<file path="src/rtl/conv_sched_if.sv">
`default_nettype none
// ============================================================================
// Module   : conv_sched_if
// Brief    : Control, RAM-read, PE and output-stream signals of conv_sched.
// Revision : 1.0 - initial release
// ============================================================================
interface conv_sched_if #(
    parameter int ADDR_W = 10,
    parameter int K      = 5
);
    localparam int c_WA_W = $clog2(K * K);

    logic                start;
    logic [7:0]          cfg_bias;
    logic                busy;
    logic                done;
    logic                err;

    logic                in_rd;
    logic [ADDR_W-1:0]   in_addr;
    logic [7:0]          in_data;
    logic                w_rd;
    logic [c_WA_W-1:0]   w_addr;
    logic [7:0]          w_data;

    logic [7:0]          pe_inmap;
    logic [7:0]          pe_weight;
    logic                pe_vld;
    logic [7:0]          pe_bias;
    logic [7:0]          pe_outmap;
    logic                pe_outmap_vld;

    logic [7:0]          out_data;
    logic [ADDR_W-1:0]   out_idx;
    logic                out_valid;
    logic                out_ready;

    modport master (
        input  start, cfg_bias, in_data, w_data, pe_outmap, pe_outmap_vld, out_ready,
        output busy, done, err, in_rd, in_addr, w_rd, w_addr,
               pe_inmap, pe_weight, pe_vld, pe_bias, out_data, out_idx, out_valid
    );

    modport slave (
        output start, cfg_bias, in_data, w_data, pe_outmap, pe_outmap_vld, out_ready,
        input  busy, done, err, in_rd, in_addr, w_rd, w_addr,
               pe_inmap, pe_weight, pe_vld, pe_bias, out_data, out_idx, out_valid
    );
endinterface
`default_nettype wire

</file>
<file path="src/rtl/conv_sched.sv">
`default_nettype none
// ============================================================================
// Module   : conv_sched
// Brief    : Sliding-window convolution scheduler feeding a K*K-period MAC PE.
// Revision : 1.0 - initial release
// ============================================================================
module conv_sched #(
    parameter int IMG_W  = 28,
    parameter int IMG_H  = 28,
    parameter int K      = 5,
    parameter int ADDR_W = 10
) (
    input  logic         clk,
    input  logic         rst,
    conv_sched_if.master bus
);
    localparam int c_TAPS   = K * K;
    localparam int c_WA_W   = $clog2(c_TAPS);
    localparam int c_OX_MAX = IMG_W - K;
    localparam int c_OY_MAX = IMG_H - K;

    localparam logic [ADDR_W-1:0] c_IMG_W_A = ADDR_W'(IMG_W);
    localparam logic [c_WA_W-1:0] c_K_LAST  = c_WA_W'(K - 1);
    localparam logic [c_WA_W-1:0] c_K_A     = c_WA_W'(K);

    localparam logic [1:0] c_S_IDLE  = 2'd0;
    localparam logic [1:0] c_S_RUN   = 2'd1;
    localparam logic [1:0] c_S_DRAIN = 2'd2;
    localparam logic [1:0] c_S_DONE  = 2'd3;

    logic [1:0]        r_state;
    logic [c_WA_W-1:0] r_kx;
    logic [c_WA_W-1:0] r_ky;
    logic [ADDR_W-1:0] r_ox;
    logic [ADDR_W-1:0] r_oy;
    logic [ADDR_W-1:0] r_win;
    logic [ADDR_W-1:0] r_win_d;
    logic [7:0]        r_bias;
    logic              r_busy;
    logic              r_done;
    logic              r_err;
    logic              r_pe_vld;
    logic              r_last_d;
    logic [7:0]        r_out_data;
    logic [ADDR_W-1:0] r_out_idx;
    logic              r_out_valid;

    logic              w_tap_last;
    logic              w_win_last;
    logic              w_issue;
    logic              w_capture;
    logic              w_misalign;
    logic [ADDR_W-1:0] w_row;
    logic [ADDR_W-1:0] w_in_addr;
    logic [c_WA_W-1:0] w_w_addr;

    assign w_tap_last = (r_kx == c_K_LAST) && (r_ky == c_K_LAST);
    assign w_win_last = (r_ox == ADDR_W'(c_OX_MAX)) && (r_oy == ADDR_W'(c_OY_MAX));

    // The last tap produces a PE result, so it waits until the output slot frees up.
    assign w_issue    = (r_state == c_S_RUN) &&
                        (!w_tap_last || !r_out_valid || bus.out_ready);
    assign w_capture  = r_pe_vld & bus.pe_outmap_vld;
    assign w_misalign = r_pe_vld & (bus.pe_outmap_vld ^ r_last_d);

    assign w_row      = r_oy + ADDR_W'(r_ky);
    assign w_in_addr  = w_row * c_IMG_W_A + r_ox + ADDR_W'(r_kx);
    assign w_w_addr   = r_ky * c_K_A + r_kx;

    always_ff @(posedge clk or posedge rst) begin
        if (rst) begin
            r_state <= c_S_IDLE;
            r_kx    <= '0;
            r_ky    <= '0;
            r_ox    <= '0;
            r_oy    <= '0;
            r_win   <= '0;
            r_win_d <= '0;
            r_bias  <= '0;
            r_busy  <= 1'b0;
            r_done  <= 1'b0;
        end else begin
            case (r_state)
                c_S_IDLE: begin
                    if (bus.start) begin
                        r_bias  <= bus.cfg_bias;
                        r_kx    <= '0;
                        r_ky    <= '0;
                        r_ox    <= '0;
                        r_oy    <= '0;
                        r_win   <= '0;
                        r_busy  <= 1'b1;
                        r_state <= c_S_RUN;
                    end
                end
                c_S_RUN: begin
                    if (w_issue) begin
                        r_win_d <= r_win;
                        if (r_kx != c_K_LAST) begin
                            r_kx <= r_kx + 1'b1;
                        end else begin
                            r_kx <= '0;
                            if (r_ky != c_K_LAST) begin
                                r_ky <= r_ky + 1'b1;
                            end else begin
                                r_ky  <= '0;
                                r_win <= w_win_last ? '0 : r_win + 1'b1;
                                if (r_ox != ADDR_W'(c_OX_MAX)) begin
                                    r_ox <= r_ox + 1'b1;
                                end else begin
                                    r_ox <= '0;
                                    r_oy <= (r_oy == ADDR_W'(c_OY_MAX)) ? '0 : r_oy + 1'b1;
                                end
                            end
                        end
                        if (w_tap_last && w_win_last) begin
                            r_state <= c_S_DRAIN;
                        end
                    end
                end
                c_S_DRAIN: begin
                    // Final result must have left the PE and been taken downstream.
                    if (!r_pe_vld && (!r_out_valid || bus.out_ready)) begin
                        r_busy  <= 1'b0;
                        r_done  <= 1'b1;
                        r_state <= c_S_DONE;
                    end
                end
                c_S_DONE: begin
                    r_done  <= 1'b0;
                    r_state <= c_S_IDLE;
                end
                default: begin
                    r_busy  <= 1'b0;
                    r_done  <= 1'b0;
                    r_state <= c_S_IDLE;
                end
            endcase
        end
    end

    always_ff @(posedge clk or posedge rst) begin
        if (rst) begin
            r_pe_vld    <= 1'b0;
            r_last_d    <= 1'b0;
            r_err       <= 1'b0;
            r_out_data  <= '0;
            r_out_idx   <= '0;
            r_out_valid <= 1'b0;
        end else begin
            r_pe_vld <= w_issue;
            r_last_d <= w_issue & w_tap_last;
            if (w_misalign) begin
                r_err <= 1'b1;
            end
            if (w_capture) begin
                r_out_data  <= bus.pe_outmap;
                r_out_idx   <= r_win_d;
                r_out_valid <= 1'b1;
            end else if (r_out_valid && bus.out_ready) begin
                r_out_valid <= 1'b0;
            end
        end
    end

    assign bus.busy      = r_busy;
    assign bus.done      = r_done;
    assign bus.err       = r_err;
    assign bus.in_rd     = w_issue;
    assign bus.w_rd      = w_issue;
    assign bus.in_addr   = w_in_addr;
    assign bus.w_addr    = w_w_addr;
    assign bus.pe_inmap  = bus.in_data;
    assign bus.pe_weight = bus.w_data;
    assign bus.pe_vld    = r_pe_vld;
    assign bus.pe_bias   = r_bias;
    assign bus.out_data  = r_out_data;
    assign bus.out_idx   = r_out_idx;
    assign bus.out_valid = r_out_valid;

endmodule
`default_nettype wire

</file>
<file path="src/flat_wrapper.sv">
// flat-port wrapper written by rule: the top's interface ports become plain ports
module conv_sched_flat 
#(
    parameter int IMG_W  = 28,
    parameter int IMG_H  = 28,
    parameter int K      = 5,
    parameter int ADDR_W = 10
)
  (clk, rst, bus_start, bus_cfg_bias, bus_in_data, bus_w_data, bus_pe_outmap, bus_pe_outmap_vld, bus_out_ready, bus_busy, bus_done, bus_err, bus_in_rd, bus_in_addr, bus_w_rd, bus_w_addr, bus_pe_inmap, bus_pe_weight, bus_pe_vld, bus_pe_bias, bus_out_data, bus_out_idx, bus_out_valid);
  conv_sched_if #(.ADDR_W(ADDR_W), .K(K)) bus_i ();
  input  logic clk;
  input  logic rst;
  input wire logic [$bits(bus_i.start)-1:0] bus_start;
  input wire logic [$bits(bus_i.cfg_bias)-1:0] bus_cfg_bias;
  input wire logic [$bits(bus_i.in_data)-1:0] bus_in_data;
  input wire logic [$bits(bus_i.w_data)-1:0] bus_w_data;
  input wire logic [$bits(bus_i.pe_outmap)-1:0] bus_pe_outmap;
  input wire logic [$bits(bus_i.pe_outmap_vld)-1:0] bus_pe_outmap_vld;
  input wire logic [$bits(bus_i.out_ready)-1:0] bus_out_ready;
  output wire logic [$bits(bus_i.busy)-1:0] bus_busy;
  output wire logic [$bits(bus_i.done)-1:0] bus_done;
  output wire logic [$bits(bus_i.err)-1:0] bus_err;
  output wire logic [$bits(bus_i.in_rd)-1:0] bus_in_rd;
  output wire logic [$bits(bus_i.in_addr)-1:0] bus_in_addr;
  output wire logic [$bits(bus_i.w_rd)-1:0] bus_w_rd;
  output wire logic [$bits(bus_i.w_addr)-1:0] bus_w_addr;
  output wire logic [$bits(bus_i.pe_inmap)-1:0] bus_pe_inmap;
  output wire logic [$bits(bus_i.pe_weight)-1:0] bus_pe_weight;
  output wire logic [$bits(bus_i.pe_vld)-1:0] bus_pe_vld;
  output wire logic [$bits(bus_i.pe_bias)-1:0] bus_pe_bias;
  output wire logic [$bits(bus_i.out_data)-1:0] bus_out_data;
  output wire logic [$bits(bus_i.out_idx)-1:0] bus_out_idx;
  output wire logic [$bits(bus_i.out_valid)-1:0] bus_out_valid;
  assign bus_i.start = bus_start;
  assign bus_i.cfg_bias = bus_cfg_bias;
  assign bus_i.in_data = bus_in_data;
  assign bus_i.w_data = bus_w_data;
  assign bus_i.pe_outmap = bus_pe_outmap;
  assign bus_i.pe_outmap_vld = bus_pe_outmap_vld;
  assign bus_i.out_ready = bus_out_ready;
  assign bus_busy = bus_i.busy;
  assign bus_done = bus_i.done;
  assign bus_err = bus_i.err;
  assign bus_in_rd = bus_i.in_rd;
  assign bus_in_addr = bus_i.in_addr;
  assign bus_w_rd = bus_i.w_rd;
  assign bus_w_addr = bus_i.w_addr;
  assign bus_pe_inmap = bus_i.pe_inmap;
  assign bus_pe_weight = bus_i.pe_weight;
  assign bus_pe_vld = bus_i.pe_vld;
  assign bus_pe_bias = bus_i.pe_bias;
  assign bus_out_data = bus_i.out_data;
  assign bus_out_idx = bus_i.out_idx;
  assign bus_out_valid = bus_i.out_valid;
  conv_sched #(.IMG_W(IMG_W), .IMG_H(IMG_H), .K(K), .ADDR_W(ADDR_W)) u_core (.clk(clk), .rst(rst), .bus(bus_i));
endmodule
</file>
<file path="config.mk">
export PLATFORM = sky130hd
export DESIGN_NAME = conv_sched_flat
export DESIGN_NICKNAME = d
export VERILOG_FILES = /design/src/rtl/conv_sched_if.sv /design/src/rtl/conv_sched.sv /design/src/flat_wrapper.sv
export SDC_FILE = /design/constraint.sdc
export NUM_CORES = 1
export LEC_CHECK = 0
export CORE_ASPECT_RATIO = 1.4
export CORE_MARGIN = 8
export CORE_UTILIZATION = 57
export DETAILED_ROUTE_END_ITERATION = 8
export PLACE_DENSITY = 0.85
export SLEW_MARGIN = 20
export SYNTH_ARGS = -nofsm -noshare
export SYNTH_HDL_FRONTEND = slang
export SYNTH_SLANG_ARGS = --single-unit
</file>
<file path="constraint.sdc">
create_clock -name clk -period 11 [get_ports clk]
set_clock_uncertainty 0.1 [all_clocks]
set_input_delay 2.75 -clock clk [delete_from_list [all_inputs] [get_ports clk]]
set_output_delay 2.75 -clock clk [all_outputs]
set_load 0.1 [all_outputs]
</file>
==> reports/qor.txt <==
postcts setup bufs: 0
IO Pins: 101
largest net degree at the start of global routing: 69
Setup Crit Path Kind: register to primary output
initial antenna violation count: 0
Slew headroom: 32.3%
Final nets: 655
most frequent cells in the layout: dfrtp_1 (84), clkdlybuf4s50_1 (68), ha_1 (47), nor2_1 (43), mux2_2 (36)
Resized cells post-CTS: 0
first-pass GRT wire length: 20300 um
Mapped Area: 5400 um^2
GR Layer Usage met3: 5.29%
max incr delay on CP: 1130 ps
placed cell area: 6010 um^2
DR vias/cell: 5.82
Slew Limit Fails: 0
Routed WL: 11700 um
Post-synth EDFFs: 0
Die Wd: 98.2 um
status: finished clean
Post-Synth Simple-Gate Area: 13.4%
most used cell, CP: ha_1
GR Util All Layers: 19.1%
DRT Pass-1 Iters: 5
CP max stage cell: clkdlybuf4s50_1
WL per Instance: 17.3 um
I/O Buffers: 68
Synth Area in Compound Gates: 10.2%
HPWL Detailed: 8820 um
Util after Layout: 67.8%
area delta synth->final: 17.5%
vias in the first global route: 4308
Mapped Cells: 508
Synth cell types: 63
M1 GR Usage: 20.9%
GP Congestion: 0.821
Initial Util: 57.7%
unrepaired setup endpoints after global routing: no
fin crit period: 8700 ps
# DRC: 0
clock sinks: 84
Synth Flop Type: dfrtp_1
Tightest Pin Transition: 1010 ps
crit path cell chain: ha_1 > fa_1 > xor2_1 > inv_1 > fa_1 > inv_1 > ha_1 > fa_1 > a21o_1 > a21oi_1 > xnor2_1 > ha_1 > ha_1 > o41ai_1 > xnor3_1 > clkdlybuf4s50_1
Hold Crit Class: register to register
Final Setup Violations: 0
# hold bufs at CTS: 0
layout cells sized above 1: 12.6%
Clock Latency Late Sink: 330 ps
Post-Syn Nets: 603
Antenna Violating Nets Remaining: 0
most common cell after layout, fill and taps aside: dfrtp_1
initial detailed-routing violation count: 243
CP Data Required Time: 8150 ps
crit path DAT: 5850 ps
register area share after synthesis: 38.9%
H-tree levels: 3
multiplexer share of the synthesized area: 8.09%
fill count: 703
top achievable clock speed: 115 MHz
CTS tree: done
die height: 131 um
XOR/XNOR Fraction of Synth Area: 7.88%
Syn Area/Cell: 10.6 um^2
Synth top area share: 38.9%
Overflow after GRT: 0
Critical Path Source Type: register
Post-synth ARST share: 100%
Area contributors post-synth: dfrtp_1 (39%), ha_1 (11%), mux2_2 (7.5%)
CTS root buffer: clkbuf_16
Fin. Hold Viols: 0
Die ar.: 12900 um^2
grt peak-use layer: met2
Max Cap Viol: 0
post-synth top area cell: dfrtp_1
core area: 9350 um^2
Final Cycle Share: 79.1%
crit-path max FO: 6
Design Area, Final: 6340 um^2
Worst Setup End Kind: primary output
post-synthesis sequential element count: 84
via count: 3930
Ys Warns: 0
area of the multi-input gates: 2950 um^2
met2 Resource Use GR: 34.6%
cts bufs inserted: 9
clock slew at reported path FFs: 60 ps
Clock Tree Buf Depth: 2
post-synthesis adder-cell area fraction: 15.0%
largest family of logic cells by synthesized area: adder cells
Ant. Diodes: 0
Row Count: 42
total negative setup slack: 0 ps
Storage cell area: 2100 um^2
metrics by stage:
step | std cells | worst slack, ps | hold WS, ps
2_1_floorplan | 508 | 3020 | 342
3_3_place_gp | 659 | 2690 | 338
3_5_place_dp | 659 | 2620 | 362
4_1_cts | 675 | 2240 | 386
5_1_grt | 675 | 1980 | 417
6_report | 675 | 2300 | 385
path summary, 6_finish.rpt:
check | cells after the start | endpoint | slack [ps] | start
setup / recovery | 16 | bus_in_addr[9] | 2300 | u_core.r_oy[0]
hold / removal | 1 | u_core.bus.err | 380 | u_core.bus.err
setup reg to reg | 7 | u_core.r_win[9] | 7690 | u_core.r_state[1]
hold reg to reg | 1 | u_core.bus.err | 380 | u_core.bus.err
max in group asynchronous | 3 | u_core.bus.done | 7120 | rst
min in group asynchronous | 2 | u_core.bus.pe_bias[2] | 2570 | rst
Yosys cell counts, types with 2 or more instances:
cell       n
a211oi_1   2
nand2b_1   3
nand4_1   15
a21o_1    10
a31oi_1    5
fa_1      11
dfrtp_1   84
o22ai_1    2
nor3_2     3
xor2_1    16
and3_1     6
clkbuf_8   2
o21bai_1   3
mux2_2    36
clkbuf_1   3
a21oi_1   14
nor2b_1    2
nand3_1   11
nand2_1   29
xnor2_1   30
inv_1     34
o21ai_0   34
o31ai_1    3
nor2_1    43
ha_1      47
buf_2      2
nor3_1     2
buf_6      2
mux2i_1    2
buf_4     19
area by class of cell:
| class | count | share of cell area (%) |
|---|---|---|
| Multi-Input combinational cell | 361 | 46.4 |
| Sequential cell | 84 | 33.1 |
| Timing Repair Buffer | 70 | 11.0 |
| Clock buffer | 11 | 3.67 |
| Tap cell | 110 | 2.17 |
| Inverter | 34 | 2.03 |
| Clock inverter | 5 | 1.58 |
cells by family (layout without fill, tap and decap cells):
kind of cell | count (synthesis) | after routing
flip-flops | 84 | 84
AO/OA/AOI/OAI | 85 | 85
buffers and inverters | 63 | 120
AND/OR/NAND/NOR | 132 | 132
multiplexers | 39 | 39
adder cells (fa/ha/maj) | 58 | 58
XOR/XNOR | 47 | 47
sequential cells by signal, indices dropped and copies added (netlist names):
register / flops
u_core.bus.busy: 1
u_core.bus.out_data: 8
u_core.bus.out_idx: 10
u_core.r_win: 10
u_core.r_last_d: 1
u_core.r_state: 2
u_core.r_win_d: 10
u_core.bus.err: 1
u_core.bus.out_valid: 1
u_core.r_kx: 5
u_core.bus.done: 1
u_core.r_ky: 5
u_core.bus.pe_vld: 1
u_core.r_oy: 10
u_core.bus.pe_bias: 8
u_core.r_ox: 10
critical path, delay by kind of cell (launching register included):
family,cells,cell delay [ps]
flip-flops,1,430
buffers and inverters,3,1300
XOR/XNOR,3,760
AO/OA/AOI/OAI,3,770
adder cells (fa/ha/maj),7,2260
routing by layer:
| layer | share of wire (%) | routed length, um |
|---|---|---|
| met5 | 0 | 0 |
| met4 | 1.8 | 212 |
| met3 | 5.8 | 675 |
| met2 | 52 | 6150 |
| met1 | 40 | 4670 |
Power is left out: the tool's default activity adds up to more than one toggle a clock period on the data nets, which glitch-free logic cannot reach.
